===== src/rtl/arm_fetch.sv =====
// ---------------------------------------------------------------------------
// arm_fetch
//
// Instruction fetch unit feeding arm_decode. Holds the fetch PC, issues word
// requests to instruction memory, buffers returned words and hands them to
// decode together with their address and the ARM-visible PC (address + 8).
// A redirect from the register-file side (pc_we) restarts fetch at pc_in and
// discards everything already buffered.
//
// Optional feature macro: ARM_FETCH_PREFETCH_BUF_EN
//   defined   : 2-entry buffer, fetch continues while decode holds an entry
//   undefined : 1-entry buffer, one instruction every 2 cycles when streaming
//
// Ports
//   clk         in   1   clock, all state on rising edge
//   reset       in   1   synchronous, active-high
//   imem_req    out  1   memory request valid (registered state decode)
//   imem_addr   out  32  word address requested, bits [1:0] always 0
//   imem_ack    in   1   memory accepts request, data returned same cycle
//   imem_rdata  in   32  instruction word, valid with imem_ack
//   pc_we       in   1   redirect strobe (branch, BL, write to R15)
//   pc_in       in   32  redirect target (low two bits ignored)
//   inst_valid  out  1   inst/inst_addr/pc_out hold a valid instruction
//   inst_ready  in   1   decode consumes inst this cycle
//   inst        out  32  instruction word
//   inst_addr   out  32  address of inst
//   pc_out      out  32  inst_addr + 8 (R15 as seen by the instruction)
//   dbg_state   out  2   current FSM state (0 IDLE, 1 REQ, 2 STALL)
//
// Handshakes: a transfer happens in a cycle where valid and ready/ack are
// both 1 at the rising edge. Once raised, valid and its payload stay stable
// until that transfer completes or a redirect/reset cancels it. imem_ack is
// only meaningful while imem_req=1; decode pops when inst_valid && inst_ready.
// ---------------------------------------------------------------------------
module arm_fetch #(
    parameter logic [31:0] RESET_PC = 32'h0000_0000
) (
    input  logic        clk,
    input  logic        reset,
    output logic        imem_req,
    output logic [31:0] imem_addr,
    input  logic        imem_ack,
    input  logic [31:0] imem_rdata,
    input  logic        pc_we,
    input  logic [31:0] pc_in,
    output logic        inst_valid,
    input  logic        inst_ready,
    output logic [31:0] inst,
    output logic [31:0] inst_addr,
    output logic [31:0] pc_out,
    output logic [1:0]  dbg_state
);

    localparam logic [1:0] S_IDLE  = 2'd0;
    localparam logic [1:0] S_REQ   = 2'd1;
    localparam logic [1:0] S_STALL = 2'd2;

`ifdef ARM_FETCH_PREFETCH_BUF_EN
    localparam logic [1:0] DEPTH = 2'd2;
`else
    localparam logic [1:0] DEPTH = 2'd1;
`endif

    logic [1:0]  r_state;
    logic [31:0] r_fetch_pc;
    logic [1:0]  r_count;
    logic [31:0] r_word0;
    logic [31:0] r_addr0;
`ifdef ARM_FETCH_PREFETCH_BUF_EN
    logic [31:0] r_word1;
    logic [31:0] r_addr1;
`endif

    logic        w_push;
    logic        w_pop;
    logic [1:0]  w_count_next;
    logic        w_unused_pc_lsb;

    // A redirect in the same cycle discards the returned word.
    assign w_push = (r_state == S_REQ) && imem_ack && !pc_we;
    assign w_pop  = inst_valid && inst_ready;

    // Word alignment is enforced on redirect; the dropped bits feed nothing.
    assign w_unused_pc_lsb = ^pc_in[1:0];

    always_comb begin
        w_count_next = r_count;
        if (w_push && !w_pop) begin
            w_count_next = r_count + 2'd1;
        end else if (!w_push && w_pop) begin
            w_count_next = r_count - 2'd1;
        end
    end

    always_ff @(posedge clk) begin
        if (reset) begin
            r_state    <= S_IDLE;
            r_fetch_pc <= RESET_PC;
            r_count    <= 2'd0;
            r_word0    <= 32'd0;
            r_addr0    <= 32'd0;
`ifdef ARM_FETCH_PREFETCH_BUF_EN
            r_word1    <= 32'd0;
            r_addr1    <= 32'd0;
`endif
        end else begin
            // ---------------- FSM and fetch PC ----------------
            if (pc_we) begin
                r_state    <= S_REQ;
                r_fetch_pc <= {pc_in[31:2], 2'b00};
            end else begin
                case (r_state)
                    S_IDLE: r_state <= S_REQ;
                    S_REQ: begin
                        if (w_push) begin
                            r_fetch_pc <= r_fetch_pc + 32'd4;
                            if (w_count_next == DEPTH) begin
                                r_state <= S_STALL;
                            end
                        end
                    end
                    S_STALL: begin
                        if (w_pop) begin
                            r_state <= S_REQ;
                        end
                    end
                    default: r_state <= S_IDLE;
                endcase
            end

            // ---------------- buffer occupancy ----------------
            // The pop in a redirect cycle is still delivered to decode; the
            // flush only clears what is left afterwards.
            r_count <= pc_we ? 2'd0 : w_count_next;

            // ---------------- buffer data ----------------
`ifdef ARM_FETCH_PREFETCH_BUF_EN
            if (w_pop) begin
                // Head leaves; the second entry (or the incoming word when
                // only one was held) becomes the new head.
                if (w_push && r_count == 2'd1) begin
                    r_word0 <= imem_rdata;
                    r_addr0 <= r_fetch_pc;
                end else begin
                    r_word0 <= r_word1;
                    r_addr0 <= r_addr1;
                end
                if (w_push && r_count == 2'd2) begin
                    r_word1 <= imem_rdata;
                    r_addr1 <= r_fetch_pc;
                end
            end else if (w_push) begin
                if (r_count == 2'd0) begin
                    r_word0 <= imem_rdata;
                    r_addr0 <= r_fetch_pc;
                end else begin
                    r_word1 <= imem_rdata;
                    r_addr1 <= r_fetch_pc;
                end
            end
`else
            // Single entry: a push only happens when the slot is empty or is
            // being popped in the same cycle.
            if (w_push) begin
                r_word0 <= imem_rdata;
                r_addr0 <= r_fetch_pc;
            end
`endif
        end
    end

    assign imem_req   = (r_state == S_REQ);
    assign imem_addr  = r_fetch_pc;
    assign inst_valid = (r_count != 2'd0);
    assign inst       = r_word0;
    assign inst_addr  = r_addr0;
    // Modulo 2^32: an instruction at 0xFFFF_FFFC reads R15 as 0x0000_0004.
    assign pc_out     = r_addr0 + 32'd8;
    assign dbg_state  = r_state;

endmodule


===== config.mk =====
export PLATFORM = sky130hd
export DESIGN_NAME = arm_fetch
export DESIGN_NICKNAME = d
export VERILOG_FILES = /design/src/rtl/arm_fetch.sv
export SDC_FILE = /design/constraint.sdc
export NUM_CORES = 1
export LEC_CHECK = 0
export CELL_PAD_IN_SITES_DETAIL_PLACEMENT = 1
export CELL_PAD_IN_SITES_GLOBAL_PLACEMENT = 2
export CORE_MARGIN = 4
export CORE_UTILIZATION = 23
export CTS_BUF_LIST = sky130_fd_sc_hd__clkbuf_4
export CTS_CLUSTER_DIAMETER = 150
export DETAILED_ROUTE_END_ITERATION = 16
export GPL_TIMING_DRIVEN = 0
export PLACE_DENSITY_LB_ADDON = 0.1
export SLEW_MARGIN = 20
export SYNTH_ARGS = -nofsm -noshare
export SYNTH_HDL_FRONTEND = slang
export SYNTH_SLANG_ARGS = --single-unit

===== constraint.sdc =====
create_clock -name clk -period 2.7 [get_ports clk]
set_clock_uncertainty 0.1 [all_clocks]
set_input_delay 0.54 -clock clk [delete_from_list [all_inputs] [get_ports clk]]
set_output_delay 0.54 -clock clk [all_outputs]
set_load 0.01 [all_outputs]

# Word level (Yosys, flattened, before mapping)
# Index checks and enable logic that the tools add are counted.
dict set report word_totals {
  ff_bits 100
  input_bits 69
  out_inout_bits 132
  wordCells 47
}
dict set report classes {
  add_sub_neg 4
  n_eq_ne 9
  n_mux 10
  reduce_logical 17
}
# op count
set op_table {}
lappend op_table {{2-to-1 mux 32 bit} 3}
lappend op_table {{adder 32 x 3 -> 32 bit (second input constant)} 1}
lappend op_table {{adder 32 x 4 -> 32 bit (second input constant)} 1}
lappend op_table {{2-to-1 mux 2 bit} 5}
lappend op_table {{!= test 3 x 1 -> 1 bit (second input constant)} 2}
lappend op_table {{case mux 2 bit (3 select lines)} 1}
lappend op_table {{AND reduction 3 bit} 2}
lappend op_table {{nonzero test 2 bit} 3}
lappend op_table {{logical AND 1 bit} 5}
lappend op_table {{equality test 2 x 1 -> 1 bit (second input constant)} 2}
lappend op_table {{!= test 2 x 1 -> 1 bit (second input constant)} 2}
lappend op_table {{AND reduction 2 bit} 2}
lappend op_table {{logical NOT 1 bit} 3}
lappend op_table {{!= test 3 bit (second input constant)} 1}
lappend op_table {{adder 2 x 1 -> 2 bit (second input constant)} 1}
lappend op_table {{equality test 2 bit (second input constant)} 1}
lappend op_table {{logical NOT 2 bit} 1}
lappend op_table {{!= test 2 bit (second input constant)} 1}
lappend op_table {{OR reduction 2 bit} 1}
lappend op_table {{subtractor 2 x 1 -> 2 bit (second input constant)} 1}
lappend op_table {{2-to-1 mux 1 bit} 1}

# Depth between registers and ports, before layout
dict set report logic_depth {
  ltp_word 12
  ltp_mapped 7
  mapped_depth_nobuf 7
}

# Worst setup path before layout
# OpenSTA, ideal clock, no wires.
dict set report synth_timing {
  path_kind {reg-to-output}
  from {reg r_addr0[10] (netlist: inst_addr[10])}
  to {out pc_out[27]}
  arrival_time_ps 1776
  t_required_ps 2060
  slack_ps 284
  path_stages_with_launch 6
  path_buffers 0
  path_cell_list {dfxtp_1 nand4_2 or4_4 nor3_4 nand4_1 xnor2_1}
}
dict set report synth_via {
  elab_chain_len 1
}
# item line_no
set synth_rtl {}
lappend synth_rtl {{start, declared} 68} ;# logic [31:0] r_addr0;
lappend synth_rtl {{start signal, assigned} 166} ;# r_addr0 <= r_fetch_pc;
lappend synth_rtl {{adder 32 x 4 -> 32 bit} 178} ;# assign pc_out = r_addr0 + 32'd8;
lappend synth_rtl {{end, declared} 50} ;# output logic [31:0] pc_out,
# Every way passes these cells.

# Worst setup path in the final report
dict set report layout_timing {
  from {reg r_addr0[20] (netlist: inst_addr[20])}
  to {out pc_out[31]}
}
# Same word-level chain as after synthesis.

==> run summary <==
clk buf depth: 2
Hold Crit Class: reg2reg
delay-heaviest family, CP: simple AND/OR/NAND/NOR gates
Final setup violation count: 10
first-pass GRT wire length: 29000 um
Primary FF master, synth: dfxtp_1
post-route ant nets: 0
Die H: 151 um
Max Clock Freq: 0.346 GHz
fin nets: 921
worst skew pair latency: 0.46 ns
worst endpoint data arrival time: 2.25 ns
Critical Path Source Type: flip-flop
EDFF count, synth: 0
top-count cell post-synth: nand2_1
H-tree levels: 3
fin util: 0.371
pwr dens: 384 mW/mm2
non-filler cells, final: 1125
outcome: finished, violations left
synth unique cells: 44
post-synthesis cell count: 613
Reg clk slew, reported paths: 0.16 ns
Worst Path Buf+Inv: 2
vias post-DR: 5023
number of buffers added on ports: 191
final period utilization: 1.07
failing checks: negative setup slack
post-synthesis to final-layout area growth: 59.5%
TritonCTS Buffers: 9
largest net degree at the start of global routing: 17
CP Depth: 7
filler instances: 2450
row count: 52
gr busiest metal: met2
Sink Count: 96
worst stage delay on the critical path: 0.54 ns
Worst R2R Start: imem_addr[3]$_SDFFE_PP0P_
Synth async-reset ratio: 0
register area share after synthesis: 0.409
GRT Total Usage: 0.163
GRT overflow: 0
CP max stage cell: or4_4
CP cell instances: nand2_1, or4_4, nor3_4, buf_4, nand3_4, xnor2_1, buf_2
Initial Utilization: 0.233
initial DRC count: 155
Slew HR: 0.558
average size of a mapped cell: 7.66 um2
R2R depth: 6
full die area: 0.0228 mm2
Cell Area, Synth: 0.00470 mm2
Period minus WS final: 2.89 ns
max-slew violation count: 0
PnR worst setup slack: -0.190 ns
final hold slack: 0.367 ns
cell taking the most area after synthesis: dfxtp_1
DR vias/cell: 4.46
Synth Warn #: 0
worst path required time: 2.06 ns
count of final hold-check violations: 0
Core Area: 0.0202 mm2
Max-Cap Viols: 0
met2 Use GR: 0.266
Root Buffer Master: clkbuf_4
WL/cell: 16.7 um
initial antenna violation count: 1
kind of critical path: reg2out
Crit. End Element: output pin
post-synthesis register bit count: 96
Die W: 151 um
dpl hpwl: 14700 um
vias in the first global route: 5349
Placed Cells: 1079
layout cell share with drive strength beyond 1: 0.142
total wire length: 18800 um
Worst Hold Path Cells: 2
Leakage: 2.78 nW
Ports: 201
r2r setup slk: 0.50 ns
ranking of synthesized cells by area: dfxtp_1, nand2_1, a21oi_1
drt first pass iters: 5
worst r2r dst: imem_addr[24]$_SDFFE_PP0P_
global placement routability congestion: 0.809
hold buffer count at CTS: 0
Worst Setup EP: pc_out[31]
clock tree from TritonCTS: done
GR Util met1: 0.218
most frequent cells after synthesis: nand2_1, dfxtp_1, a21oi_1
share of the synthesized area in the top cell type: 0.409
Least-Margin Pin Slew: 0.657 ns
RSZ-0062 raised after global routing: true
crit path max fanout: 3
VDD IR max: 0.217 mV
# DRC: 0
Critical path origin: inst_addr[20]$_SDFFE_PP0P_
Power, Total: 2.88 mW
grt met3 use: 0.0278
==> sequential cells by signal (all words and copies together), names as in the netlist <==
register and count:
inst 32, imem_addr 30, inst_addr 30, dbg_state 2, r_count 2
==> repair_timing <==
item / in CTS / in global routing
endpoints found under the setup margin: 24 / 17
resized for setup: 124 / 17
setup buffers: 26 / 4
pin swaps: 11 / 2
==> logic make-up after synthesis <==
family,Yosys count,share of synthesized area
AO/OA/AOI/OAI,115,0.136
other,1,0.000798
AND/OR/NAND/NOR,270,0.273
XOR/XNOR,57,0.106
multiplexers,3,0.00639
adder cells (fa/ha/maj),3,0.00799
flip-flops,96,0.409
buffers and inverters,68,0.0607
==> where the power goes <==
part | switching [mW] | internal (mW) | leakage (nW)
clock network | 0.523 | 0.298 | 0.0734
logic | 0.228 | 0.281 | 1.91
registers | 0.0859 | 1.46 | 0.798
total | 0.838 | 2.04 | 2.78
==> per-layer routing <==
layer	part of all wire	routed length (um)	up-vias
li1	-	-	2513
met1	0.46	8580	2355
met2	0.47	8920	134
met3	0.053	995	21
met4	0.018	344	0
met5	0	0	-
==> worst min path at each step <==
stage | end | start
after detailed placement | inst[10]$_SDFFE_PP0P_ | inst[10]$_SDFFE_PP0P_
after CTS | inst[10]$_SDFFE_PP0P_ | inst[10]$_SDFFE_PP0P_
after global routing | inst[30]$_SDFFE_PP0P_ | inst[30]$_SDFFE_PP0P_
after floorplan | inst[0]$_SDFFE_PP0P_ | inst[0]$_SDFFE_PP0P_
after global placement | inst[4]$_SDFFE_PP0P_ | inst[4]$_SDFFE_PP0P_
final | inst[10]$_SDFFE_PP0P_ | inst[10]$_SDFFE_PP0P_
==> cell type report <==
type                    count  area (um2)  share of cell area
flip-flops and latches     96        1990               0.265
clock inverters             6        67.6             0.00902
plain buffers              41         184              0.0245
repair buffers            221        2090               0.279
multi-input cells         454        2650               0.354
well taps                 270         338              0.0451
clock buffers              10        75.1              0.0100
inverters                  26        97.6              0.0130
diodes                      1        2.50            0.000334
==> cell usage in the layout, fill, tap and decap left out, drive strengths merged, types with 11 or more instances in the layout <==
cell	Yosys	layout
a21oi	85	85
buf	18	62
clkbuf	24	34
clkdlybuf4s50	0	169
dfxtp	96	96
inv	26	28
nand2	151	151
nand3	22	22
nand4	23	23
nor2	27	27
nor3	11	11
o21a	19	19
xnor2	46	46
xor2	11	11
==> worst reg2reg max path, stage by stage (launching register included) <==
cell and delay [ns]:
dfxtp_1 0.57, ha_1 0.23, nand4b_1 0.15, nor2_1 0.53, nand4_1 0.20, xnor2_1 0.16
o21a_1 0.17
==> through the flow <==
step                setup slack (ns)  TNS [ns]  instance area (um2)
detailed placement            -0.435     -4.45                 6970
finish                        -0.190     -1.01                 7490
floorplan                      0.284         0                 4720
global placement              -0.422     -3.73                 6970
CTS                           -0.226     -1.41                 7420
global route                  -0.315     -2.52                 7490
Power figures use the tool's default switching activity.
==> variant, RTL diff (same settings) <==
The option `ARM_FETCH_PREFETCH_BUF_EN` is turned on by a define.
--- a/src/rtl/arm_fetch.sv
+++ b/src/rtl/arm_fetch.sv
@@ -32,6 +32,8 @@
 // until that transfer completes or a redirect/reset cancels it. imem_ack is
 // only meaningful while imem_req=1; decode pops when inst_valid && inst_ready.
 // ---------------------------------------------------------------------------
+`define ARM_FETCH_PREFETCH_BUF_EN
+
 module arm_fetch #(
     parameter logic [31:0] RESET_PC = 32'h0000_0000
 ) (
Function: changed (a bounded check fails within 4 cycles, from zero or initial values and one cycle with reset high).
==> variant against the original RTL <==
The flow still finishes with violations (negative setup slack). Routed wire length is 68% higher. Largest power group unchanged. Critical path depth stayed put. Sequential cell count increased by 62. Clock power rose by 75%. Power rose by 81%. Synthesized area rose by 57%. Count of clock-buffer cells in the layout is 7 higher. Critical path type unchanged. Worst setup slack got worse by 0.077 ns. First-iteration DRC count up 71%. Cell area is 43% higher. Critical endpoint unchanged.
==> variant: results (changes against the original RTL) <==
* Post-synthesis mux area share at 0.001527 (was 0.006393)
* HPWL Detailed at 22.57 mm (was 14.69 mm)
* Fillers at 3847 (was 2450)
* R2r endpoint: inst_addr[17]$_SDFFE_PP0P_ (was imem_addr[24]$_SDFFE_PP0P_)
* Met3 usage at 0.03527 (was 0.02783)
* Cells after Synth at 961 (was 613)
* Critical path arrival at 2.33 ns (was 2.25 ns)
* CP startpoint: inst_addr[4]$_SDFFE_PP0P_ (was inst_addr[20]$_SDFFE_PP0P_)
* Placed insts at 1561 (was 1079)
* Reg-to-reg startpoint: r_count[1]$_SDFF_PP0_ (was imem_addr[3]$_SDFFE_PP0P_)
* Initial antenna violation count at 5 (was 1)
* Rel. slew slack at 0.5129 (was 0.5577)
* Total GRT Usage at 0.1776 (was 0.1634)
* Clock Latency Late Sink at 0.56 ns (was 0.46 ns)
* Post-Synth XOR/XNOR Area at 0.04157 (was 0.1063)
* Final Cell Area at 0.01072 sq mm (was 0.007492 sq mm)
* Sw frac at 0.3406 (was 0.2912)
* RePlAce Congestion at 0.7784 (was 0.8087)
* DR iter-0 viols at 265 (was 155)
* Failing checks: negative setup slack (unchanged)
* CTS H-tree depth at 4 (was 3)
* Layout cells sized above 1 at 0.1524 (was 0.1417)
* Final setup viols at 14 (was 10)
* Cell Count, Final, Fillers Out at 1637 (was 1125)
* Vias in the first global route at 7982 (was 5349)
* Pleak at 3.777 nW (was 2.779 nW)
* Final WS setup at -0.2671 ns (was -0.1902 ns)
* Final wirelength at 31.63 mm (was 18.84 mm)
* Worst r2r path cells at 8 (was 6)
* Critical-path top delay cell: dfxtp_4 (was or4_4)
* Status: complete, but fails checks (unchanged)
==> variant: tightest hold or removal path: cells and delay by family (launching register included) <==
| family | cells | cell delay [ns] |
|---|---|---|
| AND/OR/NAND/NOR | 1 | 0.05 |
| AO/OA/AOI/OAI | 1 | 0.07 |
| flip-flops | 1 | 0.34 |
==> variant: power by group through the flow <==
stage               Combinational [mW]  Clock [mW]  Sequential (mW)
floorplan                        0.433           0             2.69
global placement                  1.10           0             2.69
detailed placement                1.11           0             2.69
finish                            1.16        1.44             2.61
global route                      1.28        1.63             2.64
CTS                               1.14        1.53             2.63
==> variant: area by class of cell <==
type                       count  area share
inverter                      17    0.006421
buffer                        79     0.03351
clock inverter                15     0.01191
tap                          402     0.04694
clock buffer                  17     0.01191
timing repair buffer         239      0.2106
antenna                        1   0.0002335
multi-input combinational    709      0.3768
sequential                   158      0.3017
==> variant: what timing repair did <==
item,CTS,global route
pin swaps,18,30
endpoints found under the setup margin,89,110
buffers inserted,24,26
gates resized for setup,157,50
